--- config.mk ---
export PLATFORM = sky130hd
export DESIGN_NAME = regfile_burst_master
export DESIGN_NICKNAME = d
export VERILOG_FILES = /design/src/rtl/regfile_burst_master_pkg.sv /design/src/rtl/regfile_burst_master_rd_skid.sv /design/src/rtl/regfile_burst_master.sv
export SDC_FILE = /design/constraint.sdc
export NUM_CORES = 1
export LEC_CHECK = 0
export BUFFER_PORTS_ARGS = -buffer_cell sky130_fd_sc_hd__buf_2
export CAP_MARGIN = 10
export CORE_ASPECT_RATIO = 0.75
export CORE_UTILIZATION = 42
export DETAILED_ROUTE_END_ITERATION = 6
export HOLD_SLACK_MARGIN = 0.03
export PLACE_DENSITY = 0.78
export REMOVE_ABC_BUFFERS = 1
export SKIP_LAST_GASP = 1
export SYNTH_ARGS = -nofsm -noshare
export SYNTH_HDL_FRONTEND = slang
export SYNTH_SLANG_ARGS = --single-unit
--- constraint.sdc ---
create_clock -name clock -period 2.2 [get_ports clock]
set_input_delay 0 -clock clock [delete_from_list [all_inputs] [get_ports clock]]
set_output_delay 0 -clock clock [all_outputs]
set_load 0.005 [all_outputs]
--- src/rtl/regfile_burst_master_pkg.sv ---
// Shared definitions for the register-file burst master: bus width defaults,
// FSM state encodings and command direction codes.
package regfile_burst_master_pkg;

  localparam int RF_DATA_WIDTH = 24;
  localparam int RF_ADDR_DEPTH = 12;
  localparam int RF_LEN_W      = 12;

  typedef enum logic [2:0] {
    ST_IDLE  = 3'd0,
    ST_WRITE = 3'd1,
    ST_READ  = 3'd2,
    ST_DRAIN = 3'd3,
    ST_DONE  = 3'd4
  } state_t;

  localparam logic DIR_READ  = 1'b0;
  localparam logic DIR_WRITE = 1'b1;

endpackage

--- src/rtl/regfile_burst_master_rd_skid.sv ---
// Two-entry valid/ready buffer catching register-file read data one cycle
// after each issued read; reports occupancy back to the issue logic.
module regfile_burst_master_rd_skid
  import regfile_burst_master_pkg::*;
#(
  parameter int DATA_WIDTH = RF_DATA_WIDTH
) (
  input  logic                  clock,
  input  logic                  rst_n,
  input  logic                  push,
  input  logic [DATA_WIDTH-1:0] push_data,
  output logic                  rd_valid,
  input  logic                  rd_ready,
  output logic [DATA_WIDTH-1:0] rd_data,
  output logic [1:0]            occupancy
);

  logic [DATA_WIDTH-1:0] mem_q [2];
  logic                  wr_ptr_q;
  logic                  rd_ptr_q;
  logic [1:0]            count_q;
  logic                  pop;

  assign rd_valid  = (count_q != 2'd0);
  assign rd_data   = mem_q[rd_ptr_q];
  assign occupancy = count_q;
  assign pop       = rd_valid && rd_ready;

  always_ff @(posedge clock or negedge rst_n) begin
    if (!rst_n) begin
      mem_q[0] <= '0;
      mem_q[1] <= '0;
      wr_ptr_q <= 1'b0;
      rd_ptr_q <= 1'b0;
      count_q  <= 2'd0;
    end else begin
      if (push) begin
        mem_q[wr_ptr_q] <= push_data;
        wr_ptr_q        <= ~wr_ptr_q;
      end
      if (pop) rd_ptr_q <= ~rd_ptr_q;
      case ({push, pop})
        2'b10:   count_q <= count_q + 2'd1;
        2'b01:   count_q <= count_q - 2'd1;
        default: count_q <= count_q;
      endcase
    end
  end

endmodule

--- src/rtl/regfile_burst_master.sv ---
// Burst initiator for the register-file port: one command becomes a run of
// single-cycle accesses. Optional macro: RF_BURST_BOUNDS_CHECK_EN.
//
// state | meaning
// IDLE  | cmd_ready high, waiting for a burst command
// WRITE | one rf write per wr handshake until remaining reaches 0
// READ  | issuing rf reads while the skid buffer has room
// DRAIN | all reads issued, waiting for the buffer to empty
// DONE  | one-cycle done (and err) pulse
module regfile_burst_master
  import regfile_burst_master_pkg::*;
#(
  parameter int DATA_WIDTH = RF_DATA_WIDTH,
  parameter int ADDR_DEPTH = RF_ADDR_DEPTH,
  parameter int LEN_W      = RF_LEN_W
) (
  input  logic                  clock,
  input  logic                  rst_n,
  input  logic                  cmd_valid,
  output logic                  cmd_ready,
  input  logic                  cmd_write,
  input  logic [ADDR_DEPTH-1:0] cmd_addr,
  input  logic [LEN_W-1:0]      cmd_len,
  input  logic                  wr_valid,
  output logic                  wr_ready,
  input  logic [DATA_WIDTH-1:0] wr_data,
  output logic                  rd_valid,
  input  logic                  rd_ready,
  output logic [DATA_WIDTH-1:0] rd_data,
  output logic                  done,
  output logic                  err,
  output logic [ADDR_DEPTH-1:0] rf_address,
  output logic                  rf_en_write,
  output logic                  rf_en_read,
  output logic [DATA_WIDTH-1:0] rf_data_in,
  input  logic [DATA_WIDTH-1:0] rf_data_out
);

  state_t                state_q, state_d;
  logic [ADDR_DEPTH-1:0] cur_addr_q;
  logic [LEN_W-1:0]      remaining_q;
  logic                  in_flight_q;
  logic                  out_en_q;
  logic [1:0]            occupancy;
  logic [2:0]            occ_sum;
  logic [2:0]            occ_limit;
  logic                  cmd_fire;
  logic                  wr_fire;
  logic                  rd_pop;
  logic                  rd_issue;
  logic                  bounds_err;

  assign cmd_fire = cmd_valid && cmd_ready;
  assign wr_fire  = wr_valid && wr_ready;
  assign rd_pop   = rd_valid && rd_ready;

  // A word leaving the buffer this cycle frees its slot for a new issue,
  // which keeps reads at one word per cycle with rd_ready held high.
  assign occ_sum   = {1'b0, occupancy} + {2'b00, in_flight_q};
  assign occ_limit = 3'd2 + {2'b00, rd_pop};

`ifdef RF_BURST_BOUNDS_CHECK_EN
  localparam int SUM_W = ((ADDR_DEPTH > LEN_W) ? ADDR_DEPTH : LEN_W) + 1;
  logic [SUM_W-1:0] burst_end;
  logic             err_q;

  assign burst_end  = SUM_W'(cmd_addr) + SUM_W'(cmd_len);
  assign bounds_err = (burst_end > (SUM_W'(1) << ADDR_DEPTH));

  always_ff @(posedge clock or negedge rst_n) begin
    if (!rst_n)        err_q <= 1'b0;
    else if (cmd_fire) err_q <= bounds_err;
  end
`else
  assign bounds_err = 1'b0;
`endif

  always_ff @(posedge clock or negedge rst_n) begin
    if (!rst_n) state_q <= ST_IDLE;
    else        state_q <= state_d;
  end

  always_ff @(posedge clock or negedge rst_n) begin
    if (!rst_n) begin
      cur_addr_q  <= '0;
      remaining_q <= '0;
      in_flight_q <= 1'b0;
      out_en_q    <= 1'b0;
    end else begin
      out_en_q    <= 1'b1;
      in_flight_q <= rd_issue;
      if (cmd_fire) begin
        cur_addr_q  <= cmd_addr;
        remaining_q <= cmd_len;
      end else if (wr_fire || rd_issue) begin
        cur_addr_q  <= cur_addr_q + ADDR_DEPTH'(1);
        remaining_q <= remaining_q - LEN_W'(1);
      end
    end
  end

  always_comb begin
    state_d = state_q;
    case (state_q)
      ST_IDLE: begin
        if (cmd_fire) begin
          if ((cmd_len == '0) || bounds_err)  state_d = ST_DONE;
          else if (cmd_write == DIR_WRITE)    state_d = ST_WRITE;
          else                                state_d = ST_READ;
        end
      end
      ST_WRITE: if (wr_fire && (remaining_q == LEN_W'(1)))  state_d = ST_DONE;
      ST_READ:  if (rd_issue && (remaining_q == LEN_W'(1))) state_d = ST_DRAIN;
      ST_DRAIN: if (!in_flight_q && (occupancy == 2'd0))    state_d = ST_DONE;
      ST_DONE:  state_d = ST_IDLE;
      default:  state_d = ST_IDLE;
    endcase
  end

  always_comb begin
    cmd_ready   = 1'b0;
    wr_ready    = 1'b0;
    rd_issue    = 1'b0;
    done        = 1'b0;
    err         = 1'b0;
    rf_en_write = 1'b0;
    rf_en_read  = 1'b0;
    rf_address  = '0;
    rf_data_in  = '0;
    case (state_q)
      ST_IDLE:  cmd_ready = out_en_q;
      ST_WRITE: begin
        wr_ready    = (remaining_q != '0);
        rf_en_write = wr_valid && (remaining_q != '0);
      end
      ST_READ: begin
        rd_issue   = (remaining_q != '0) && (occ_sum < occ_limit);
        rf_en_read = rd_issue;
      end
      ST_DONE: begin
        done = 1'b1;
`ifdef RF_BURST_BOUNDS_CHECK_EN
        err  = err_q;
`endif
      end
      default: ;
    endcase
    if (rf_en_write || rf_en_read) rf_address = cur_addr_q;
    if (rf_en_write)               rf_data_in = wr_data;
  end

  regfile_burst_master_rd_skid #(
    .DATA_WIDTH (DATA_WIDTH)
  ) u_rd_skid (
    .clock     (clock),
    .rst_n     (rst_n),
    .push      (in_flight_q),
    .push_data (rf_data_out),
    .rd_valid  (rd_valid),
    .rd_ready  (rd_ready),
    .rd_data   (rd_data),
    .occupancy (occupancy)
  );

endmodule

; ---- After elaboration in Yosys (flattened, before gate mapping)
; Cells that the tools add are included.
[word_totals]
regBits = 81
in_bits = 78
out_inout_bits = 67
word_cells = 80
[classes]
addsub = 6
magnitude_cmp = 4
eq_ne = 11
mux = 25
n_bitwise = 4
n_reduce_logical = 20
[ops]
columns = operator, count
row1 = $mux 24, 5
row2 = $mux 12, 5
row3 = $bwmux 48, 1
row4 = $demux 24 s1, 1
row5 = $mux 3, 5
row6 = $add 12x1->12 const B, 1
row7 = $eq 12x1->1 const B, 1
row8 = $logic_not 12->1, 1
row9 = $pmux 3 s4, 1
row10 = $reduce_bool 12->1, 1
row11 = $sub 12x1->12 const B, 1
row12 = $logic_and 1x1->1, 9
row13 = $ne 2x2->1 const B, 4
row14 = $eq 3x2->1 const B, 2
row15 = $reduce_bool 2->1, 3
row16 = $mux 1, 5
row17 = $ge 2x2->1 const B, 2
row18 = $not 1->2, 2
row19 = $pmux 2 s2, 1
row20 = $reduce_and 4->1, 1
row21 = $add 2x1->3, 1
row22 = $add 2x1->3 const A, 1
row23 = $eq 3x1->1 const B, 1
row24 = $eq 3x3->1 const B, 1
row25 = 12 further kinds, 14

; ---- Logic depth before layout (Yosys ltp)
; Gate-level depths: netlist of the first run.
[depth]
depth_word = 9
depth_mapped = 9

; ---- Modules after synthesis
; From an unflattened synthesis of the first run, not the netlist that was laid out.
[hier_totals]
hier_cells = 399
area_unflattened_um2 = 4409.2
[by_module_without_submodules]
columns = module, instances, cells_each, area_per_inst_um2, seq_area_each_um2
row1 = regfile_burst_master_rd_skid, 1, 143, 2265.9, 1301.2
row2 = regfile_burst_master, 1, 256, 2143.3, 725.7

; ---- Least setup slack after synthesis of the first run
; OpenSTA, ideal clock, no wires.
[synth_path]
path_type = flip-flop to flip-flop
start = register remaining_q[0]
end = register remaining_q[1]
setup_ps = 126
arrival_ps = 2135
path_slack_ps = -61
path_stages_with_launch = 10
period_less_slack_ps = 2261
cell_sequence = dfrtp_1 -> inv_1 -> ha_1 -> or3b_2 -> buf_2 -> nor4b_4 -> buf_6 -> buf_12 -> nor3_1 -> a221o_1
[synth_between]
elab_chain_cells = 5
elab_cells_between_ends = 10
classes_between = add/sub (1) / mux (4) / reduce/logical (5)
[synth_lines]
columns = item, line
row1 = start: declaration, regfile_burst_master.sv:41  ; logic [LEN_W-1:0] remaining_q;
row2 = start signal: assignment, regfile_burst_master.sv:94  ; remaining_q <= cmd_len;
row3 = start signal: assignment, regfile_burst_master.sv:97  ; remaining_q <= remaining_q - LEN_W'(1);
row4 = branches (longest 5 deep; another with $sub 12x1->12), n/a
; Several ways; the timed one is not identified. The select of a mux whose other input is x is not followed.
; A chain may end at the register's enable or synchronous reset.

; ---- Worst setup path after layout of the first run
[layout_path]
start = register remaining_q[8]
end = output rf_data_in[9]
[layout_between]
elab_chain_cells = 4
[layout_lines]
columns = item, line
row1 = $reduce_bool 12->1, regfile_burst_master.sv:134  ; rf_en_write = wr_valid && (remaining_q != '0);
row2 = $logic_and 1x1->1, regfile_burst_master.sv:134
row3 = $mux 1, regfile_burst_master.sv:130  ; case (state_q)
row4 = $mux 24, regfile_burst_master.sv:149  ; if (rf_en_write) rf_data_in = wr_data;
row5 = end: declaration, regfile_burst_master.sv:35  ; output logic [DATA_WIDTH-1:0] rf_data_in,
; Every way passes these cells.

==> flow_summary.ini, run 1 <==
[grt]
grt.overflow.total = 0
grt_util_all_layers = 0.223
antenna_found_initial = 0
grt_max_degree = 82
grt_pass1_vias = 4142
grt_pass1_wl_um = 19300

[clock_tree]
clk_latency_ps = 330
cts.sinks = 81
clk_pin_slew_worst_paths_ps = 60
h-tree-depth = 3
cts_tree = yes
cts_root_buf = clkbuf_16
cts_max_path_buffers = 2
cts_made_buffers = 9

[critical_path]
cp-start-kind = register
critPathKind = register to primary output
path_cells = or4_4 -> nor4b_4 -> buf_4 -> nor2_4 -> and2_1 -> buf_2
endpoint_kind = primary output
r2r_start = remaining_q[0]
rr_endpoint = cur_addr_q[8]
max_stage_delay_ps = 560
worstPathRequired_ps = 2200
r2r_setup_slack_ps = 30
reg2reg_depth = 8
crit_arrival_ps = 2190
cp_slowest_cell = or4_4
worst-path-max-fanout = 26

[job]
maxCapViolCount = 0

[finish]
final_nets = 713
nFillCells = 771
stdcell_count = 766
utilization = 0.656
final_cell_mix = 142 x buf_2, 80 x dfrtp_1, 72 x mux2_2, 49 x dlygate4sd3_1, 40 x buf_4
stdcell_area_mm2 = 0.00652
syn_to_final_growth_pct = 48.0
antenna_cells = 0
drive_gt1_frac = 0.489
layout_commonest_cell = buf_2

[synthesis]
synth_edf_count = 0
async_flop_share = 1.00
avgSynthCellArea_um2 = 11.0
yosys_warnings = 0
ys_seq_area_frac = 0.460
ys.flop_type = dfrtp_1
ys_seq_elements = 81
syn_inst = 401
ys_types = 55
syn-cell-area_mm2 = 0.00440

[timing]
relSlewSlack = 0.292
setup_viol = 0
finClkSkew_ps = 9.33
period_share = 0.994
period_needed_ps = 2190
finalHoldViolations = 0
grt_setup_unrepaired = yes
setup_slack_ps = 13.4
tightest_slew_ps = 1060
tns_ps = 0
final_max_slew_viol_count = 0
clock.fmax_mhz = 457

[detailed_routing]
vias = 4160
wirelength_um = 12100
drt_iter0_drc = 369
ant_nets = 0
firstDrtPassIters = 5
drc = 0
vias_per_cell = 5.43
wire_per_inst_um = 15.9

[die]
fp.dieW_um = 120
pin_count = 145
fp.coreArea_mm2 = 0.00993
die_area_mm2 = 0.0109
die_y_um = 90.7
fp-row-count = 31
start_util = 0.443

[power_and_ir_drop]
vdd_ir_drop_max_v = 0.000597
clock_power_share = 0.197
p_per_area_mw_per_mm2 = 1270
leakagePower_nw = 3.08
p_sw_frac = 0.344
p_seq_frac = 0.340
switching_power_mw = 2.84
combPwrFrac = 0.463
intPower_mw = 5.41

[placed_design]
place.gp.congestion = 0.884
numPortBuffers = 143
place_ws_ps = -53.2
dp_cells = 686
placed_cell_area_mm2 = 0.00546
dp_hpwl_um = 7620

[status]
status = complete, no violations

[hold_path]
hold_depth = 4
hp-class = input pin to register
hold_path_end = state_q[1]
min_from = cmd_write
-- state kept, by name, summed over array words and instances (netlist names) --
register	count
u_rd_skid.mem_q	48
u_rd_skid.rd_ptr_q	1
cur_addr_q	12
in_flight_q	1
out_en_q	1
remaining_q	12
state_q	3
u_rd_skid.wr_ptr_q	1
u_rd_skid.occupancy	2
-- per-layer routing --
layer | track usage | up-vias | share of wire
met5 | 0 | - | 0
met4 | 0.0669 | 0 | 0.017
met2 | 0.381 | 216 | 0.49
li1 | - | 1938 | -
met1 | 0.283 | 1985 | 0.43
met3 | 0.0442 | 21 | 0.064
-- power groups by stage --
stage,clock network (mW),registers [mW],logic (mW)
finish,1.62,2.80,3.82
global route,1.73,2.90,4.17
CTS,1.68,2.75,3.66
detailed placement,0,2.76,3.50
global placement,0,2.69,3.41
floorplan,0,2.66,2.09
-- through the flow --
stage	power [mW]	hold WS, ps
CTS	8.10	38.0
finish	8.25	64.1
global placement	6.10	224
global route	8.80	37.9
floorplan	4.75	-296
detailed placement	6.26	227
-- worst max-delay path: cells and delay by family, from the launching register on --
family	cells	cell delay, ps
DFF	1	430
and+or+nand+nor	4	1130
buffers and inverters	2	310
-- repair_timing --
item | 4_1_cts | 5_1_grt
endpoints found under the hold margin | 153 | 0
resized for setup | 10 | 11
gates cloned | 2 | 0
endpoints found under the setup margin | 41 | 57
hold buffers | 49 | 0
setup buffers | 9 | 6
pin swaps | 4 | 5
-- cells in the mapped netlist, drive strengths merged (7+ instances only) --
cell type | number | area (um2)
dfrtp | 81 | 2030
mux2 | 72 | 811
and2 | 25 | 156
nand2 | 24 | 90.1
nor2 | 24 | 90.1
nand3 | 16 | 80.1
and3 | 14 | 87.6
buf | 11 | 81.3
clkbuf | 11 | 41.3
or4 | 9 | 80.1
inv | 8 | 30.0
nor3 | 8 | 40.0
or3 | 8 | 53.8
a31oi | 7 | 43.8
o21ai | 7 | 35.0
-- layout make-up --
class | instances | area, um2 | area share
multi-input cells | 290 | 2290 | 0.352
well taps | 132 | 165 | 0.0253
flip-flops and latches | 81 | 2030 | 0.311
clock buffers | 10 | 239 | 0.0367
clock inverters | 6 | 91.3 | 0.0140
inverters | 8 | 30.0 | 0.00461
repair buffers | 239 | 1670 | 0.256
-- worst max path at each step --
stage	cells past startpoint	from	slack, ps	endpoint
final	6	remaining_q[8]	10	rf_data_in[9]
after global routing	6	state_q[1]	-60	state_q[2]
after CTS	8	remaining_q[0]	20	rf_address[1]
after detailed placement	7	remaining_q[0]	-50	state_q[2]
after global placement	7	in_flight_q	30	cur_addr_q[9]
after floorplan	7	remaining_q[0]	-450	state_q[2]
-- kinds of logic (layout without fill, tap and decap cells) --
| group | after synthesis | after routing | synth area share |
|---|---|---|---|
| other cells | 2 | 2 | 0.00171 |
| xor+xnor | 5 | 5 | 0.00995 |
| compound gates | 54 | 54 | 0.0918 |
| mux | 72 | 72 | 0.184 |
| fa+ha+maj | 6 | 6 | 0.0171 |
| simple gates | 151 | 151 | 0.200 |
| flops | 81 | 81 | 0.460 |
| buf+inv | 30 | 263 | 0.0347 |
Power figures use the tool's default switching activity.
==> run 2, diff against run 1 <==
Settings changed: CORE_UTILIZATION 42 to 40, PLACE_DENSITY 0.78 to 0.75.
==> flow_summary.ini, run 2 (synthesized netlist as in run 1, its figures left out) <==
[finish]
nFillCells = 832
utilization = 0.639
layout_commonest_cell = buf_2
final_nets = 721
stdcell_count = 778
drive_gt1_frac = 0.533
antenna_cells = 0
final_cell_mix = 119 x buf_2, 79 x dfrtp_1, 72 x mux2_2, 50 x dlygate4sd3_1, 46 x buf_4
regMostFlops = u_rd_skid.mem_q
layout_top_registers = u_rd_skid.mem_q x48, cur_addr_q x12, remaining_q x12
largest_reg_flops = 48
syn_to_final_growth_pct = 52.2

[power_and_ir_drop]
leakagePower_nw = 3.15
p_per_area_mw_per_mm2 = 1260
vdd_ir_drop_max_v = 0.000430

[die]
pin_count = 145
fp.coreArea_mm2 = 0.0105
fp.dieW_um = 123
fp-row-count = 32
die_y_um = 92.8
start_util = 0.420
die_area_mm2 = 0.0114

[clock_tree]
cts_max_path_buffers = 2
h-tree-depth = 3
clk_pin_slew_worst_paths_ps = 60
cts_root_buf = clkbuf_16
cts.sinks = 81
clk_latency_ps = 330
cts_tree = yes
cts_made_buffers = 9

[detailed_routing]
drt_iter0_drc = 308
wirelength_um = 12800
firstDrtPassIters = 5
ant_nets = 0
vias = 4186
drc = 0
wire_per_inst_um = 16.4
vias_per_cell = 5.38

[status]
violations = setup timing
status = complete, but fails checks

[timing]
setup_slack_ps = -44.5
grt_setup_unrepaired = yes
period_needed_ps = 2240
relSlewSlack = 0.294
period_share = 1.02
tightest_slew_ps = 1060
finalHoldViolations = 0
clock.fmax_mhz = 446
final_max_slew_viol_count = 0
finClkSkew_ps = 4.80
setup_viol = 29

[job]
maxCapViolCount = 0

[critical_path]
rr_endpoint = cur_addr_q[11]
cp-start-kind = register
worstPathRequired_ps = 2200
r2r_start = remaining_q[1]
r2r_setup_slack_ps = 0
endpoint = rf_data_in[14]
crit_path_start = remaining_q[8]
endpoint_kind = primary output
critPathKind = register to primary output
reg2reg_depth = 9
crit_arrival_ps = 2240
worst-path-max-fanout = 6

[placed_design]
place.gp.congestion = 0.883
dp_hpwl_um = 8330
numPortBuffers = 143
place_ws_ps = -41.2
dp_cells = 691

[grt]
grt_pass1_vias = 4307
grt.overflow.total = 0
grt_util_all_layers = 0.230
antenna_found_initial = 0
grt_max_degree = 82
grt_pass1_wl_um = 20400

[hold_path]
hp-class = input pin to register
==> run 2: power by group <==
part	switching (mW)	internal (mW)	total, mW
Sequential	0.563	2.21	2.77
Combinational	1.81	2.49	4.30
Clock	0.580	0.756	1.34
Total	2.96	5.46	8.41
==> run 2: timing repair <==
item | CTS | global route
endpoints found under the setup margin | 44 | 46
pin swaps | 24 | 13
buffers inserted | 10 | 7
hold buffers | 50 | 0
hold endpoints to repair | 154 | 0
resized for setup | 42 | 38
cloned | 4 | 0
==> run 2: cell type report <==
| cell class | count | area (um2) | area share |
|---|---|---|---|
| Timing Repair Buffer | 247 | 1840 | 0.275 |
| Inverter | 8 | 30.0 | 0.00448 |
| Clock buffer | 10 | 229 | 0.0342 |
| Tap cell | 136 | 170 | 0.0254 |
| Clock inverter | 6 | 35.0 | 0.00523 |
| Sequential cell | 81 | 2030 | 0.303 |
| Multi-Input combinational cell | 290 | 2370 | 0.353 |
==> run 2: how the worst min path moves through the flow <==
stage / from / end / slack [ps] / cells past startpoint
2_1_floorplan: rst_n / cur_addr_q[0] / -300 / 0
3_5_place_dp: cmd_len[2] / remaining_q[2] / 230 / 2
4_1_cts: wr_valid / state_q[0] / 40 / 3
6_report: wr_valid / state_q[0] / 60 / 3
3_3_place_gp: rst_n / cur_addr_q[4] / 230 / 1
5_1_grt: wr_valid / state_q[0] / 70 / 3
==> run 2: through the flow <==
stage                     instance area [um2]  TNS (ps)  power [mW]  hold slack [ps]
after floorplan                          4280    -10690        4.75             -296
after global placement                   5440         0        6.12              227
after detailed placement                 5440     -74.9        6.31              234
after CTS                                6490      -803        8.18             43.4
after global routing                     6700     -2470        8.96             72.7
final                                    6700     -1010        8.41             64.9
==> run 2: critical path: stages (launching register included) <==
cell and delay [ps]:
dfrtp_2 440, or4_4 590, nor4b_4 290, buf_6 150
nor2_4 60, buf_6 130, and2_1 130, buf_2 120
==> run 2: metal layers <==
metal,vias to the layer above,routed length (um),global-route usage,share of wire
li1,1946,-,-,-
met1,2037,5270,0.281,0.41
met2,178,6510,0.398,0.51
met3,25,705,0.0486,0.055
met4,0,297,0.0783,0.023
met5,-,0,0,0
==> run 3, diff against run 2 <==
Settings changed: PLACE_DENSITY 0.75 to 0.68, RECOVER_POWER from default to 50.
==> flow_summary.ini, run 3 (synthesized netlist as in run 1, its figures left out) <==
[finish]
layout_top_registers = u_rd_skid.mem_q x48, cur_addr_q x12, remaining_q x12
syn_to_final_growth_pct = 48.2
stdcell_area_mm2 = 0.00653
final_nets = 714
layout_commonest_cell = buf_2
drive_gt1_frac = 0.480
regMostFlops = u_rd_skid.mem_q
largest_reg_flops = 48
antenna_cells = 0
final_cell_mix = 139 x buf_2, 80 x dfrtp_1, 72 x mux2_2, 50 x dlygate4sd3_1, 34 x buf_4

[critical_path]
path_buf_inv = 3
path_cells = ha_2 -> ha_4 -> o21ai_1 -> buf_4 -> a22o_4 -> buf_4 -> buf_4 -> and4_1 -> a211o_1
path_delay_family = compound AO/OA/AOI/OAI gates
crit_cells = 9
critPathKind = register to register
crit_arrival_ps = 2380
endpoint_kind = register
cp-start-kind = register
max_stage_delay_ps = 380
worstPathRequired_ps = 2420
crit_top_cell = buf_4
reg2reg_depth = 9
worst-path-max-fanout = 7
cp_slowest_cell = dfrtp_1

[grt]
grt_pass1_vias = 4042
grt.overflow.total = 0
antenna_found_initial = 0
grt_pass1_wl_um = 19300
grt_util_all_layers = 0.219
grt_max_degree = 44

[detailed_routing]
wirelength_um = 12300
firstDrtPassIters = 5
drc = 0
drt_iter0_drc = 225
vias = 4088
ant_nets = 0
vias_per_cell = 5.32
wire_per_inst_um = 16.0

[timing]
setup_viol = 0
tightest_slew_ps = 1030
clock.fmax_mhz = 461
finClkSkew_ps = 5.03
setup_slack_ps = 32.7
relSlewSlack = 0.314
grt_setup_unrepaired = yes
period_needed_ps = 2170
period_share = 0.985
hold_slack_ps = 101
finalHoldViolations = 0
final_max_slew_viol_count = 0

[power_and_ir_drop]
leakagePower_nw = 3.10
vdd_ir_drop_max_v = 0.000462
p_per_area_mw_per_mm2 = 1300

[die]
fp.dieW_um = 123
fp-row-count = 32
pin_count = 145
fp.coreArea_mm2 = 0.0105
die_area_mm2 = 0.0114
die_y_um = 92.8
start_util = 0.420

[hold_path]
hold_depth = 4
hp-class = input pin to register

[placed_design]
place_ws_ps = -67.9
dp_hpwl_um = 8210
placed_cell_area_mm2 = 0.00544
place.gp.congestion = 0.832
numPortBuffers = 143

[status]
status = complete, no violations

[clock_tree]
cts_tree = yes
clk_pin_slew_worst_paths_ps = 60
cts.sinks = 81
cts_max_path_buffers = 2
clk_latency_ps = 330
h-tree-depth = 3
cts_made_buffers = 9
cts_root_buf = clkbuf_16

[job]
maxCapViolCount = 0
-- run 3: changes by cell type in the layout (fill, tap and decap cells not counted), moves of 3 or more --
cell	delta
bufinv_16	+3
buf_6	-27
buf_4	-12
o311ai_0	+4
clkinv_2	-4
clkbuf_1	+5
and2_4	-23
buf_2	+20
and2_1	+23
-- run 3: metal layers --
metal / wire length (um) / track usage
met1: 5350 / 0.278
met3: 650 / 0.0437
met5: 0 / 0
met4: 170 / 0.0793
met2: 6160 / 0.368
-- run 3: worst paths after layout --
path,from,to,slack [ps]
setup / recovery,u_rd_skid.occupancy[0],cur_addr_q[2],30
hold / removal,rd_ready,u_rd_skid.rd_ptr_q,100
setup reg to reg,u_rd_skid.occupancy[0],cur_addr_q[2],30
hold reg to reg,u_rd_skid.mem_q[1],u_rd_skid.mem_q[1],500
max in group asynchronous,rst_n,state_q[1],560
min in group asynchronous,rst_n,cur_addr_q[4],380
-- run 3: report_power, final --
part / switching [mW] / leakage (nW) / internal (mW)
registers: 0.542 / 0.981 / 2.21
clock network: 0.561 / 0.162 / 1.13
logic: 1.74 / 1.95 / 2.30
total: 2.84 / 3.10 / 5.63
-- run 3: timing repair --
action | 4_1_cts | 5_1_grt
endpoints found under the hold margin | 111 | 0
buffers inserted | 5 | 4
pin swaps | 9 | 5
gates cloned | 2 | 3
resized for setup | 15 | 17
endpoints found under the setup margin | 48 | 56
hold buffers | 50 | 0
-- run 3: metrics by stage --
stage	cells	TNS, ps	util	power [mW]
final	769	0	0.622	8.48
after global routing	769	-155	0.622	9.05
after CTS	762	-193	0.614	8.34
after detailed placement	691	-1050	0.519	6.28
after global placement	691	0	0.519	6.13
after floorplan	379	-10690	-	4.75
-- run 3: worst min-delay path: stages --
cell	delay, ps
buf_2	90
o21ai_1	110
buf_4	140
xnor2_1	50
-- run 3: layout make-up --
type	instances	area [um2]
flip-flops and latches	81	2030
repair buffers	238	1620
fillers	852	3970
clock inverters	3	90.1
clock buffers	11	243
well taps	136	170
multi-input cells	292	2340
inverters	8	30.0
